<file path="src/rtl/div_pkg.sv">
// div_pkg: state encoding, default width and job record shared by the divider job sequencer
package div_pkg;
  localparam int DEF_WIDTH = 4;
  typedef enum logic [1:0] {IDLE, RUN, GAP} state_t;
  typedef struct packed {
    logic [DEF_WIDTH-1:0] dividend;
    logic [DEF_WIDTH-1:0] divisor;
  } job_t;
endpackage

</file>
<file path="src/rtl/div_job_sequencer_if.sv">
// div_job_sequencer_if: job input, divider handshake, result and status signals (slave = sequencer, master = environment)
interface div_job_sequencer_if import div_pkg::*; #(parameter int WIDTH = DEF_WIDTH);
  logic job_valid, job_ready;
  logic [WIDTH-1:0] job_dividend, job_divisor;
  logic go, done, error;
  logic [WIDTH-1:0] dividend, divisor, quotient, remainder;
  logic [3:0] n;
  logic res_valid, res_ready, res_error, res_timeout;
  logic [WIDTH-1:0] res_quotient, res_remainder;
  logic [7:0] jobs_done;
  modport slave (
    input job_valid, job_dividend, job_divisor, done, quotient, remainder, error, res_ready,
    output job_ready, go, dividend, divisor, n, res_valid, res_quotient, res_remainder, res_error, res_timeout, jobs_done
  );
  modport master (
    output job_valid, job_dividend, job_divisor, done, quotient, remainder, error, res_ready,
    input job_ready, go, dividend, divisor, n, res_valid, res_quotient, res_remainder, res_error, res_timeout, jobs_done
  );
endinterface

</file>
<file path="src/rtl/div_job_fifo.sv">
// div_job_fifo: power-of-two job FIFO (push/pop/full/empty/head), pointers carry an extra wrap bit
module div_job_fifo import div_pkg::*; #(
  parameter int WIDTH = DEF_WIDTH,
  parameter int DEPTH = 4
) (
  input  logic               clk,
  input  logic               rst,
  input  logic               push,
  input  logic               pop,
  input  logic [2*WIDTH-1:0] data,
  output logic               full,
  output logic               empty,
  output logic [2*WIDTH-1:0] head
);
  localparam int AW = $clog2(DEPTH);
  logic [2*WIDTH-1:0] mem [DEPTH];
  logic [AW:0] wr, rd;
  logic do_push, do_pop;
  assign empty = wr == rd;
  assign full = wr == {~rd[AW], rd[AW-1:0]};
  assign do_pop = pop && !empty;
  assign do_push = push && (!full || do_pop);
  assign head = mem[rd[AW-1:0]];
  always_ff @(posedge clk)
    if (rst) begin
      wr <= '0;
      rd <= '0;
    end else begin
      if (do_push) wr <= wr + 1'b1;
      if (do_pop) rd <= rd + 1'b1;
    end
  always_ff @(posedge clk)
    if (do_push) mem[wr[AW-1:0]] <= data;
endmodule

</file>
<file path="src/rtl/div_job_sequencer.sv">
// div_job_sequencer: queues divide jobs and issues them one at a time to an external divider (clk, rst, bus: job/divider/result/status); DIV_SEQ_TIMEOUT_EN adds a RUN watchdog
module div_job_sequencer import div_pkg::*; #(
  parameter int WIDTH          = DEF_WIDTH,
  parameter int DEPTH          = 4,
  parameter int TIMEOUT_CYCLES = 32
) (
  input logic clk,
  input logic rst,
  div_job_sequencer_if.slave bus
);
`ifdef DIV_SEQ_TIMEOUT_EN
  localparam bit TMO_EN = 1'b1;
`else
  localparam bit TMO_EN = 1'b0;
`endif
  localparam int TW = $clog2(TIMEOUT_CYCLES + 1);
  state_t state, state_nx;
  logic full, empty, start, fin, tmo;
  logic [2*WIDTH-1:0] head;
  logic [TW-1:0] tmr;
  div_job_fifo #(.WIDTH(WIDTH), .DEPTH(DEPTH)) u_fifo (
    .clk(clk),
    .rst(rst),
    .push(bus.job_valid && !full),
    .pop(fin),
    .data({bus.job_dividend, bus.job_divisor}),
    .full(full),
    .empty(empty),
    .head(head)
  );
  always_ff @(posedge clk)
    state <= rst ? IDLE : state_nx;
  always_comb
    state_nx = state == IDLE ? (start ? RUN : IDLE) : state == RUN ? (fin ? GAP : RUN) : IDLE;
  always_comb begin
    start = state == IDLE && !empty && (!bus.res_valid || bus.res_ready);
    tmo = TMO_EN && state == RUN && !bus.done && tmr == TW'(TIMEOUT_CYCLES - 1);
    fin = state == RUN && (bus.done || tmo);
    bus.go = state == RUN;
    bus.job_ready = !full;
    bus.n = 4'(WIDTH);
  end
  always_ff @(posedge clk)
    tmr <= (rst || state != RUN) ? '0 : tmr + 1'b1;
  always_ff @(posedge clk)
    if (rst) begin
      bus.dividend <= '0;
      bus.divisor <= '0;
      bus.res_valid <= 1'b0;
      bus.res_quotient <= '0;
      bus.res_remainder <= '0;
      bus.res_error <= 1'b0;
      bus.res_timeout <= 1'b0;
      bus.jobs_done <= '0;
    end else begin
      if (start) {bus.dividend, bus.divisor} <= head;
      if (fin) begin
        bus.res_quotient <= tmo ? '0 : bus.quotient;
        bus.res_remainder <= tmo ? '0 : bus.remainder;
        bus.res_error <= tmo || bus.error;
        bus.res_timeout <= tmo;
        bus.jobs_done <= bus.jobs_done + 8'd1;
      end
      bus.res_valid <= fin || (bus.res_valid && !bus.res_ready);
    end
endmodule

</file>
<file path="src/flat_wrapper.sv">
// flat-port wrapper written by rule: the top's interface ports become plain ports
module div_job_sequencer_flat import div_pkg::*;
#(
  parameter int WIDTH          = DEF_WIDTH,
  parameter int DEPTH          = 4,
  parameter int TIMEOUT_CYCLES = 32
)
  (clk, rst, bus_job_valid, bus_job_dividend, bus_job_divisor, bus_done, bus_quotient, bus_remainder, bus_error, bus_res_ready, bus_job_ready, bus_go, bus_dividend, bus_divisor, bus_n, bus_res_valid, bus_res_quotient, bus_res_remainder, bus_res_error, bus_res_timeout, bus_jobs_done);
  div_job_sequencer_if #(.WIDTH(WIDTH)) bus_i ();
  input logic clk;
  input logic rst;
  input wire logic [$bits(bus_i.job_valid)-1:0] bus_job_valid;
  input wire logic [$bits(bus_i.job_dividend)-1:0] bus_job_dividend;
  input wire logic [$bits(bus_i.job_divisor)-1:0] bus_job_divisor;
  input wire logic [$bits(bus_i.done)-1:0] bus_done;
  input wire logic [$bits(bus_i.quotient)-1:0] bus_quotient;
  input wire logic [$bits(bus_i.remainder)-1:0] bus_remainder;
  input wire logic [$bits(bus_i.error)-1:0] bus_error;
  input wire logic [$bits(bus_i.res_ready)-1:0] bus_res_ready;
  output wire logic [$bits(bus_i.job_ready)-1:0] bus_job_ready;
  output wire logic [$bits(bus_i.go)-1:0] bus_go;
  output wire logic [$bits(bus_i.dividend)-1:0] bus_dividend;
  output wire logic [$bits(bus_i.divisor)-1:0] bus_divisor;
  output wire logic [$bits(bus_i.n)-1:0] bus_n;
  output wire logic [$bits(bus_i.res_valid)-1:0] bus_res_valid;
  output wire logic [$bits(bus_i.res_quotient)-1:0] bus_res_quotient;
  output wire logic [$bits(bus_i.res_remainder)-1:0] bus_res_remainder;
  output wire logic [$bits(bus_i.res_error)-1:0] bus_res_error;
  output wire logic [$bits(bus_i.res_timeout)-1:0] bus_res_timeout;
  output wire logic [$bits(bus_i.jobs_done)-1:0] bus_jobs_done;
  assign bus_i.job_valid = bus_job_valid;
  assign bus_i.job_dividend = bus_job_dividend;
  assign bus_i.job_divisor = bus_job_divisor;
  assign bus_i.done = bus_done;
  assign bus_i.quotient = bus_quotient;
  assign bus_i.remainder = bus_remainder;
  assign bus_i.error = bus_error;
  assign bus_i.res_ready = bus_res_ready;
  assign bus_job_ready = bus_i.job_ready;
  assign bus_go = bus_i.go;
  assign bus_dividend = bus_i.dividend;
  assign bus_divisor = bus_i.divisor;
  assign bus_n = bus_i.n;
  assign bus_res_valid = bus_i.res_valid;
  assign bus_res_quotient = bus_i.res_quotient;
  assign bus_res_remainder = bus_i.res_remainder;
  assign bus_res_error = bus_i.res_error;
  assign bus_res_timeout = bus_i.res_timeout;
  assign bus_jobs_done = bus_i.jobs_done;
  div_job_sequencer #(.WIDTH(WIDTH), .DEPTH(DEPTH), .TIMEOUT_CYCLES(TIMEOUT_CYCLES)) u_core (.clk(clk), .rst(rst), .bus(bus_i));
endmodule
</file>
<file path="config.mk">
export PLATFORM = sky130hd
export DESIGN_NAME = div_job_sequencer_flat
export DESIGN_NICKNAME = d
export VERILOG_FILES = /design/src/rtl/div_pkg.sv /design/src/rtl/div_job_sequencer_if.sv /design/src/rtl/div_job_fifo.sv /design/src/rtl/div_job_sequencer.sv /design/src/flat_wrapper.sv
export SDC_FILE = /design/constraint.sdc
export NUM_CORES = 1
export LEC_CHECK = 0
export BUFFER_PORTS_ARGS = -buffer_cell sky130_fd_sc_hd__buf_2
export CAP_MARGIN = 20
export CORE_MARGIN = 5
export CORE_UTILIZATION = 30
export CTS_CLUSTER_SIZE = 28
export DETAILED_ROUTE_END_ITERATION = 6
export SLEW_MARGIN = 20
export SYNTH_ARGS = -nofsm -noshare
export SYNTH_HDL_FRONTEND = slang
export SYNTH_SLANG_ARGS = --single-unit
</file>
<file path="constraint.sdc">
create_clock -name clk -period 4 [get_ports clk]
set_input_delay 0.4 -clock clk [delete_from_list [all_inputs] [get_ports clk]]
set_output_delay 0.4 -clock clk [all_outputs]
set_load 0.005 [all_outputs]
</file>
==> flow_summary.ini <==
[status]
status = complete, no violations

[clocking]
postCtsResizedCells = 0
tritoncts = built
clock_path_buffers = 2
cts.sink_count = 66
clk_root_buffer_cell = sky130_fd_sc_hd__clkbuf_8
clk_pin_slew_ns = 0.08
htree_levels = 3
cts_inserted_buffers = 9
hold_buffers = 0
worst_skew_pair.late_latency_ns = 0.35
cts_post_setup_buffers_inserted = 0

[final_layout]
multi_input_area_um2 = 1090
num-fill-cells = 911
final_net_count = 305
diodes = 0
seqCellArea_um2 = 1640
final_cells = 393
final_common_cell = sky130_fd_sc_hd__buf_2
post_route_cells_drive_above_1_share_pct = 27.7
area_growth_syn_to_layout_pct = 18.4
most-common-layout-cells = sky130_fd_sc_hd__buf_2, sky130_fd_sc_hd__dfxtp_1, sky130_fd_sc_hd__edfxtp_1

[floorplan]
start_util_pct = 30.8
pin_count = 55
fp.dieArea_um2 = 11500
row_count = 35
die_width_um = 107
floorplan.core_area_um2 = 9200
floorplan.die.height_um = 107

[synth]
async_reset_ff_share_pct = 0
mappedNetlistArea_um2 = 2830
synth-warning-count = 0
synth-compound-area-share_pct = 6.28
synth_top_family_by_area = simple AND/OR/NAND/NOR gates
synth_simple_gate_area_share_pct = 14.7
number_of_enable_flip_flop_cells_after_synthesis = 32
synth.yosys.seq_area_share_pct = 58.0
synthAdderAreaFrac_pct = 2.65
syn_area_per_cell_um2 = 12.4
postSynthRegisterBits = 66
synth.area.mux_share_pct = 11.8
yosys_most_used_dff = sky130_fd_sc_hd__dfxtp_1
synth_cells = 229
synth-xor-area-share_pct = 2.17
synthDistinctLibCells = 37

[routing]
post_drt_via_cell_ratio = 4.64
totalWireLength_mm = 5.27
wl_per_cell_um = 13.4
postRouteAntennaNets = 0
first_iter_violations = 97
via_count = 1824
first_pass_iters = 4
drc = 0

[sta]
post-route-period-util_pct = 55.2
relSlewSlack_pct = 36.1
slew_viol_final = 0
timing_worst_slew_pin_value_ns = 0.958
rsz0062_at_grt = no
setup_violations = 0
fin_worst_skew_ns = 0.0101
timing.final.crit_period_ns = 2.21
totalNegativeSetupSlack_ns = 0
timing_hold_violations_final = 0
top_achievable_clock_speed_mhz = 453

[setup_path]
crit_chain = xor2_1 > o31a_1 > and2_1
worst_setup_path_class = reg -> reg
crit_slowest_cell = sky130_fd_sc_hd__dfxtp_1
timing.critical_path.from_type = register
end_kind = register
critical_path_arrival_ns = 2.21
slowest_delay_ns = 0.75
required_ns = 4.01
critPathMaxFanout = 13

[global_route]
track_usage_pct = 10.0
globalRoute.totalOverflow = 0
grt_first_pass_wirelength_mm = 9.04
antenna_violations_before_repair = 0
grt_pass1_vias = 1879
grt_start_max_net_pins = 53

[placement]
place.detailed.hpwl_mm = 3.85
numPortBuffers = 49
gp_congestion = 0.733
dp_cells = 377

[pwr]
vdd_ir_drop_max_uv = 175
power_density_nw_per_um2 = 458
static-leakage-power_nw = 1.31

[run]
max_cap_violations = 0

[min_path]
kind_of_path_behind_the_tightest_hold_check = in -> reg
[logic make-up after synthesis]
logic type	Yosys count
AOI/OAI and AO/OA	29
xor gates and xnor gates	7
adders and majority gates	6
buffers and inverters	22
DFF	66
muxes	22
other	2
and+or+nand+nor	75
[worst max-delay path: cells and delay by family (launching register included)]
kind / cells / cell delay, ns
XOR/XNOR: 1 / 0.38
AND/OR/NAND/NOR: 1 / 0.41
AO/OA/AOI/OAI: 1 / 0.32
flip-flops: 1 / 0.75
[area by class of cell]
cell class / count / share of cell area (%)
Clock buffer: 9 / 3.70
Multi-Input combinational cell: 144 / 32.5
Tap cell: 111 / 4.15
Sequential cell: 66 / 49.0
Inverter: 7 / 0.785
Timing Repair Buffer: 49 / 7.32
Clock inverter: 7 / 2.50
[final timing paths]
path / start / end / slack, ns / cells after the start
hold / removal: bus_job_divisor[1] / u_core.u_fifo.mem[1][1] / 0.27 / 1
setup reg to reg: u_core.u_fifo.rd[0] / u_core.u_fifo.mem[3][5] / 1.79 / 3
setup / recovery: u_core.u_fifo.rd[0] / u_core.u_fifo.mem[3][5] / 1.79 / 3
hold reg to reg: u_core.bus.res_quotient[1] / u_core.bus.res_quotient[1] / 0.45 / 2
[registers in the layout, indices dropped and copies added (netlist names)]
register and flops:
u_core.u_fifo.mem 32, u_core.bus.jobs_done 8, u_core.bus.dividend 4, u_core.bus.divisor 4
u_core.bus.res_quotient 4, u_core.bus.res_remainder 4, u_core.u_fifo.rd 3, u_core.u_fifo.wr 3
u_core.state 2, u_core.bus.res_error 1, u_core.bus.res_valid 1
[per-layer routing]
layer | share of wire, % | up-vias | GRT usage, %
met4 | 2.1 | 0 | 5.21
met5 | 0 | - | 0
met1 | 44 | 874 | 12.2
met3 | 4.8 | 12 | 2.89
met2 | 49 | 38 | 16.0
li1 | - | 900 | -
[synth_stat cells, types with 2 or more instances]
cell type / number / area share, %
sky130_fd_sc_hd__a21oi_1: 16 / 2.8
sky130_fd_sc_hd__nand3_1: 3 / 0.53
sky130_fd_sc_hd__conb_1: 2 / 0.27
sky130_fd_sc_hd__inv_1: 7 / 0.93
sky130_fd_sc_hd__o31ai_1: 2 / 0.53
sky130_fd_sc_hd__and2_1: 4 / 0.88
sky130_fd_sc_hd__dfxtp_1: 34 / 24
sky130_fd_sc_hd__clkbuf_1: 6 / 0.80
sky130_fd_sc_hd__mux4_2: 7 / 5.6
sky130_fd_sc_hd__nor2_1: 8 / 1.1
sky130_fd_sc_hd__ha_1: 6 / 2.7
sky130_fd_sc_hd__a211o_1: 2 / 0.62
sky130_fd_sc_hd__nor2b_1: 4 / 0.88
sky130_fd_sc_hd__xnor2_1: 4 / 1.2
sky130_fd_sc_hd__nor4_1: 2 / 0.44
sky130_fd_sc_hd__mux2i_1: 10 / 3.5
sky130_fd_sc_hd__buf_4: 7 / 1.9
sky130_fd_sc_hd__o21ai_0: 3 / 0.53
sky130_fd_sc_hd__nand2_1: 23 / 3.1
sky130_fd_sc_hd__edfxtp_1: 32 / 34
sky130_fd_sc_hd__mux2_2: 3 / 1.2
sky130_fd_sc_hd__xor2_1: 3 / 0.93
sky130_fd_sc_hd__or3_1: 3 / 0.66
sky130_fd_sc_hd__nand2b_1: 22 / 4.9
sky130_fd_sc_hd__o311ai_0: 4 / 1.2
[power by group]
group | switching (W) | internal [W]
Combinational | 0.0000865 | 0.0000806
Sequential | 0.0000281 | 0.000754
Clock | 0.000283 | 0.000299
[stage by stage]
step,hold WS [ns],total power (W),setup WS (ns),cell area (um2),util (%)
4_1_cts,0.265,0.00155,1.77,3350,36.4
5_1_grt,0.271,0.00161,1.54,3350,36.4
6_report,0.274,0.00153,1.79,3350,36.4
3_3_place_gp,0.439,0.000966,1.83,3140,34.1
3_5_place_dp,0.447,0.000970,1.78,3140,34.1
2_1_floorplan,0.453,0.000909,2.45,2840,-
(Power assumes the default switching activity.)
